--- src/rtl/gba_eeprom_backup.sv ---
// gba_eeprom_backup: watches the EEPROM save block for completed writes,
// waits for the game to go quiet (or for an explicit request), then reads
// the whole save image through the EEPROM side port and streams it out as
// a valid/ready byte stream for the SD writer.
//
// Stream handshake: a byte transfers on a rising clk edge where out_valid
// and out_ready are both high. Once out_valid rises, out_data, out_addr and
// out_last hold steady until that transfer, and out_valid never drops
// without it (except on rst).
module gba_eeprom_backup #(
   parameter int QUIET_CYCLES = 4000000,
   parameter int QW           = 23
) (
   input  logic        clk,
   input  logic        rst,
   input  logic        model,
   input  logic        written,
   input  logic        flush_req,
   output logic        rv_rd,
   output logic        rv_wr,
   output logic [12:0] rv_addr,
   output logic [7:0]  rv_wdata,
   input  logic [7:0]  rv_rdata,
   output logic        out_valid,
   input  logic        out_ready,
   output logic [7:0]  out_data,
   output logic [12:0] out_addr,
   output logic        out_last,
   output logic        busy,
   output logic        dirty,
   output logic [2:0]  dbg_state
);

   typedef enum logic [2:0] {
      S_IDLE  = 3'd0,
      S_QUIET = 3'd1,
      S_RD    = 3'd2,
      S_CAP   = 3'd3,
      S_SEND  = 3'd4
   } state_t;

   localparam logic [QW-1:0] QUIET_LAST = QW'(QUIET_CYCLES - 1);

   state_t        state_q;
   logic [QW-1:0] quiet_q;
   logic [12:0]   ptr_q;
   logic          big_q;       // latched save size: 1 = 8 KiB image
   logic          dirty_q;
   logic          pending_q;   // a write landed while a flush was running
   logic          rv_rd_q;
   logic [12:0]   rv_addr_q;
   logic          out_valid_q;
   logic [7:0]    out_data_q;
   logic [12:0]   out_addr_q;
   logic          out_last_q;

   logic [12:0]   last_addr;
   logic [12:0]   ptr_inc;
   logic          pending_d;

   // Derived values used by the sequencer below
   always_comb begin
      last_addr = big_q ? 13'h1FFF : 13'h01FF;
      ptr_inc   = ptr_q + 13'd1;
      // A write arriving on the final handshake still counts as pending
      pending_d = pending_q | written;
   end

   // Flush sequencer: quiet-wait, then read/capture/send one byte at a time
   always_ff @(posedge clk or posedge rst) begin
      if (rst) begin
         state_q     <= S_IDLE;
         quiet_q     <= '0;
         ptr_q       <= '0;
         big_q       <= 1'b0;
         dirty_q     <= 1'b0;
         pending_q   <= 1'b0;
         rv_rd_q     <= 1'b0;
         rv_addr_q   <= '0;
         out_valid_q <= 1'b0;
         out_data_q  <= '0;
         out_addr_q  <= '0;
         out_last_q  <= 1'b0;
      end else begin
         case (state_q)
            S_IDLE: begin
               // A write coinciding with the request is already in memory,
               // so the flush about to start covers it.
               if (flush_req && (dirty_q || written)) begin
                  state_q   <= S_RD;
                  ptr_q     <= '0;
                  big_q     <= model;
                  dirty_q   <= 1'b0;
                  pending_q <= 1'b0;
                  rv_rd_q   <= 1'b1;
                  rv_addr_q <= '0;
               end else if (written) begin
                  dirty_q <= 1'b1;
                  quiet_q <= '0;
                  state_q <= S_QUIET;
               end
            end
            S_QUIET: begin
               if (flush_req || (!written && quiet_q == QUIET_LAST)) begin
                  state_q   <= S_RD;
                  ptr_q     <= '0;
                  big_q     <= model;
                  dirty_q   <= 1'b0;
                  pending_q <= 1'b0;
                  rv_rd_q   <= 1'b1;
                  rv_addr_q <= '0;
               end else if (written) begin
                  quiet_q <= '0;
               end else begin
                  quiet_q <= quiet_q + QW'(1);
               end
            end
            S_RD: begin
               if (written) begin
                  pending_q <= 1'b1;
                  dirty_q   <= 1'b1;
               end
               rv_rd_q <= 1'b0;
               state_q <= S_CAP;
            end
            S_CAP: begin
               if (written) begin
                  pending_q <= 1'b1;
                  dirty_q   <= 1'b1;
               end
               out_data_q  <= rv_rdata;
               out_addr_q  <= ptr_q;
               out_last_q  <= (ptr_q == last_addr);
               out_valid_q <= 1'b1;
               state_q     <= S_SEND;
            end
            S_SEND: begin
               if (written) begin
                  pending_q <= 1'b1;
                  dirty_q   <= 1'b1;
               end
               if (out_ready) begin
                  out_valid_q <= 1'b0;
                  out_last_q  <= 1'b0;
                  if (out_last_q) begin
                     pending_q <= 1'b0;
                     if (pending_d) begin
                        dirty_q <= 1'b1;
                        quiet_q <= '0;
                        state_q <= S_QUIET;
                     end else begin
                        state_q <= S_IDLE;
                     end
                  end else begin
                     ptr_q     <= ptr_inc;
                     rv_rd_q   <= 1'b1;
                     rv_addr_q <= ptr_inc;
                     state_q   <= S_RD;
                  end
               end
            end
            default: state_q <= S_IDLE;
         endcase
      end
   end

   assign rv_rd     = rv_rd_q;
   assign rv_wr     = 1'b0;
   assign rv_addr   = rv_addr_q;
   assign rv_wdata  = 8'h00;
   assign out_valid = out_valid_q;
   assign out_data  = out_data_q;
   assign out_addr  = out_addr_q;
   assign out_last  = out_last_q;
   assign busy      = (state_q != S_IDLE);
   assign dirty     = dirty_q;
   assign dbg_state = state_q;

endmodule

--- config.mk ---
export PLATFORM = sky130hd
export DESIGN_NAME = gba_eeprom_backup
export DESIGN_NICKNAME = d
export VERILOG_FILES = /design/src/rtl/gba_eeprom_backup.sv
export SDC_FILE = /design/constraint.sdc
export NUM_CORES = 1
export LEC_CHECK = 0
export BUFFER_PORTS_ARGS = -buffer_cell sky130_fd_sc_hd__buf_2
export CAP_MARGIN = 20
export CORE_MARGIN = 2
export CORE_UTILIZATION = 50
export CTS_CLUSTER_SIZE = 30
export DETAILED_ROUTE_END_ITERATION = 8
export GPL_ROUTABILITY_DRIVEN = 0
export PLACE_DENSITY_LB_ADDON = 0.2
export SYNTH_ARGS = -nofsm -noshare
export SYNTH_HDL_FRONTEND = slang
export SYNTH_SLANG_ARGS = --single-unit
--- constraint.sdc ---
create_clock -name clk -period 1.99 [get_ports clk]
set_input_delay 0.398 -clock clk [delete_from_list [all_inputs] [get_ports clk]]
set_output_delay 0.398 -clock clk [all_outputs]
set_load 0.005 [all_outputs]
* After elaboration in Yosys (flattened, before gate mapping) *
Cells that the tools add are included.
W data, S select, Z words.

operators by class
  add/sub/neg operators = 2
  equality and inequality tests = 16
  mux-type cells = 44
  bitwise logic cells = 1
  reduce and logical (&&, ||, !) cells = 21

operators with widths
  operator                 count
  $mux W23                 7
  $pmux W23 S3             1
  $mux W13                 5
  $pmux W13 S3             1
  $add A23 B1 Y23 const B  1
  $eq A23 B22 Y1 const B   1
  $mux W1                  18
  $ne A2 B2 Y1 const B     9
  $mux W3                  5
  $pmux W3 S5              1
  $add A13 B1 Y13 const B  1
  $eq A13 B13 Y1           1
  $pmux W1 S4              3
  $reduce_and A5 Y1        2
  $reduce_and A3 Y1        3
  $reduce_bool A4 Y1       2
  $reduce_and A7 Y1        1
  $eq A3 B2 Y1 const B     2
  $pmux W1 S2              3
  $reduce_bool A3 Y1       2
  $reduce_and A2 Y1        2
  $reduce_bool A2 Y1       2
  $eq A3 B1 Y1 const B     1
  $eq A3 B3 Y1 const B     1
  7 further kinds          9

storage, ports and cells
  register bits = 66
  input bits = 14
  output and inout port bits = 51
  word-level logic and storage cells = 95

* Depth between registers and ports, before layout *
  word-level depth = 5
  depth in mapped cells = 7
  mapped depth without buffers = 6

* Worst setup path before layout *
Ideal clock, no wire load.

  path type = flip-flop to flip-flop
  start point = register quiet_q[1]
  end point = register big_q
  setup time = 0.125 ns
  arrival = 1.955 ns
  required time = 1.865 ns
  slack = -0.090 ns
  cell stages (with the launch flop) = 6
  path buffers = 0
  period minus slack after synthesis = 2.080 ns
  cell sequence = dfrtp_1 -> ha_1 -> nand3_1 -> or4b_4 -> o31ai_4 -> mux2_2

on the way
  word-level cells in the longest chain between the ends = 5

ends and longest elaborated chain
  item                                line  RTL
  start, declared                     45    logic [QW-1:0] quiet_q;
  start signal, assigned              115   quiet_q <= quiet_q + QW'(1);
  $eq A23 B22 Y1                      104   if (flush_req || (!written && quiet_q == QUIET_LAST)) begin
  $logic_and A1 B1 Y1                 104
  $logic_or A1 B1 Y1                  104
  $ne A2 B2 Y1 (no source line)       -
  $reduce_and A3 Y1 (no source line)  -
  end signal, assigned                92    big_q <= model;
  end signal, assigned                107   big_q <= model;
  end, declared                       47    logic big_q;

Every way passes these cells.
A chain may end at the register's enable or synchronous reset.

* Worst setup path in the final report *
Same ends and word-level chain as after synthesis.

==> summary.md <==
| Metric | Value |
|---|---|
| Die H | `87.9 µm` |
| DIE AREA | `0.00772 mm²` |
| Initial antenna violation count | `0` |
| YS warnings | `0` |
| Clk buf depth | `2` |
| Library cells used by synthesis | `58` |
| Pin count of the biggest net entering global routing | `67` |
| Core area | `0.00679 mm²` |
| Fin crit period | `2.05 ns` |
| Most frequent cells in the layout | `66 x dfrtp_1, 55 x buf_2, 47 x nand2_1` |
| Crit share post-route | `103%` |
| Initial DRC Count | `328` |
| Yosys top cell by area | `dfrtp_1` |
| Clk sink count | `66` |
| Vias in the first global route | `2971` |
| Die W | `87.9 µm` |
| DRC | `0` |
| Routed wl met2 | `4.11 mm` |
| Fin worst setup slack | `-0.0621 ns` |
| Drt wl/cell | `16.2 µm` |
| Via count | `3258` |
| Post-synth EDFFs | `0` |
| I/O pin count | `65` |
| Kind of end point of the critical path | `register` |
| Routed Antenna Nets | `0` |
| Fin. Hold Viols | `0` |
| Asr flop ratio synth | `100%` |
| Max-cap violations | `0` |
| Vias per cell | `5.86` |
| TritonRoute pass-1 iters | `5` |
| Top cell type's share of synthesized area | `47.0%` |
| Post-synthesis instance total | `365` |
| Post-Route M1 WL | `4.08 mm` |
| Final setup fails | `13` |
| Final Max Tran Viols | `0` |
| GRT Util Overall | `24.3%` |
| Crit path max fanout | `3` |
| Antenna Diode Count | `0` |
| Mapped Area | `0.00352 mm²` |
| Input/output buffers | `55` |
| Wire length on met3 | `664 µm` |
| Post-layout util | `66.4%` |
| Synth Register Bits | `66` |
| Crit start category | `register` |
| Max layer used | `met4` |
| WS Path Type | `register to register` |
| Hpwl dp | `6.12 mm` |
| Final WL | `9.02 mm` |
| Design Power | `5.05 mW` |
| Avg Cell Area, Syn | `9.64 µm²` |
| Failing checks | `negative setup slack` |
| Root buf cell | `clkbuf_8` |
| FMAX | `487 MHz` |
| Setup TNS | `-0.224 ns` |
| First-pass GRT wire length | `14.4 mm` |
| Most common cell after layout, fill and taps aside | `dfrtp_1` |
| Cells along the critical path | `ha_2, nand3_2, or4b_4, o31ai_4, buf_4, mux2_4` |
| Power Density | `1120 mW/mm²` |
| Highest-delay cell along the critical path | `or4b_4` |
| Area Growth Syn to Fin | `28.3%` |
| Top post-synthesis cells by area | `dfrtp_1 47%, mux2_2 5.8%, nand2_1 5.0%` |
| Clock Latency Late Sink | `0.35 ns` |
| Starting Density | `51.8%` |
| Nets | `471` |
| CTS Buf Count | `9` |
| Layout cell share with drive strength beyond 1 | `34.8%` |
| Worst vdd ir | `0.566 mV` |
| Hold Slack | `0.126 ns` |
| CTS Hold Bufs | `0` |
| GRT overflow | `0` |
| Critical path required time | `2.23 ns` |
| Sequential area share after synthesis | `47.0%` |
| Clock transition at path regs | `0.07 ns` |
| Run status | `complete, but fails checks` |
| CP max stage delay | `0.55 ns` |
| Largest delay share family, worst path | `simple AND/OR/NAND/NOR gates` |
| CTS H-tree lvls | `3` |
| Primary FF master, synth | `dfrtp_1` |
| CP Data Arrival Time | `2.29 ns` |
| RSZ-0062 raised after global routing | `yes` |
| TritonCTS clock tree | `done` |
| Hold Path Class | `primary input to async pin` |
| Rows | `30` |
| Clk_skew | `0.00686 ns` |
| Leak | `2.04 nW` |
| Crit path buffers/inverters | `1` |
power breakdown:
group | switching (mW) | internal (mW) | total, mW | leakage, nW
sequential | 0.138 | 1.56 | 1.70 | 0.884
clock | 0.555 | 0.708 | 1.26 | 0.103
combinational | 1.15 | 0.933 | 2.08 | 1.05
flip-flops by register name (all words and copies together), names as in the netlist:
name       flops
quiet_q       23
out_addr      13
rv_addr       13
out_data       8
dbg_state      3
big_q          1
dirty          1
out_last       1
out_valid      1
pending_q      1
rv_rd          1
final cells by class:
class	instances	area, µm²
clock buffers	10	128
clock inverters	6	88.8
fillers	520	2280
inverters	14	56.3
multi-input cells	267	1820
flip-flops and latches	66	1650
well taps	96	120
repair buffers	97	653
cells in the mapped netlist, drive strengths merged, types with 4 or more instances:
cell	number
dfrtp	66
nand2	47
a31oi	25
o21ai	20
a21oi	19
mux2	18
nor2	18
buf	16
nand3	15
inv	14
o31ai	12
clkbuf	10
nor3	10
a41oi	6
and3	5
nand2b	5
o21a	4
path summary, 6_finish.rpt:
check	startpoint	end	slack, ns	cells after the start
worst max-delay path	quiet_q[1]$_DFFE_PP0P_	big_q$_DFFE_PP0P_	-0.06	6
worst min-delay path	rst	quiet_q[14]$_DFFE_PP0P_	0.13	3
worst max register to register	quiet_q[1]$_DFFE_PP0P_	big_q$_DFFE_PP0P_	-0.06	6
worst min register to register	rv_rd$_DFFE_PP0P_	rv_rd$_DFFE_PP0P_	0.47	1
max in group asynchronous	rst	out_addr[8]$_DFFE_PP0P_	1.56	3
min in group clk	rv_rdata[7]	out_data[7]$_DFFE_PP0P_	0.27	2
cells by family after synthesis:
logic type	count (synthesis)	synth area share, %
AO/OA/AOI/OAI	110	21.7
adder cells (fa/ha/maj)	2	0.711
buffers and inverters	40	5.87
flip-flops	66	47.0
multiplexers	20	6.33
other	1	0.107
AND/OR/NAND/NOR	126	18.3
worst register-to-register path, delay by kind of cell (launching register included):
family,cells,cell delay (ns)
AND/OR/NAND/NOR,2,0.62
flip-flops,1,0.36
buffers and inverters,1,0.17
adder cells (fa/ha/maj),1,0.20
multiplexers,1,0.29
AO/OA/AOI/OAI,1,0.30
stage by stage:
step / cells / setup slack, ns / area, µm²
after floorplan: 373 / 0.00912 / 3560
after global placement: 537 / 0.0226 / 4170
after detailed placement: 537 / -0.0600 / 4170
after CTS: 553 / 0.000981 / 4390
after global routing: 556 / -0.117 / 4510
final: 556 / -0.0621 / 4510
what timing repair did:
action | 4_1_cts | 5_1_grt
pin swaps | 0 | 8
setup buffers | 0 | 3
endpoints found under the setup margin | 1 | 39
resized for setup | 1 | 18
metal layers:
layer | global-route usage, % | up-vias
met4 | 8.39 | 0
met2 | 34.8 | 148
li1 | - | 1524
met1 | 36.3 | 1565
met5 | 0 | -
met3 | 5.66 | 21
Power figures use the tool's default switching activity.
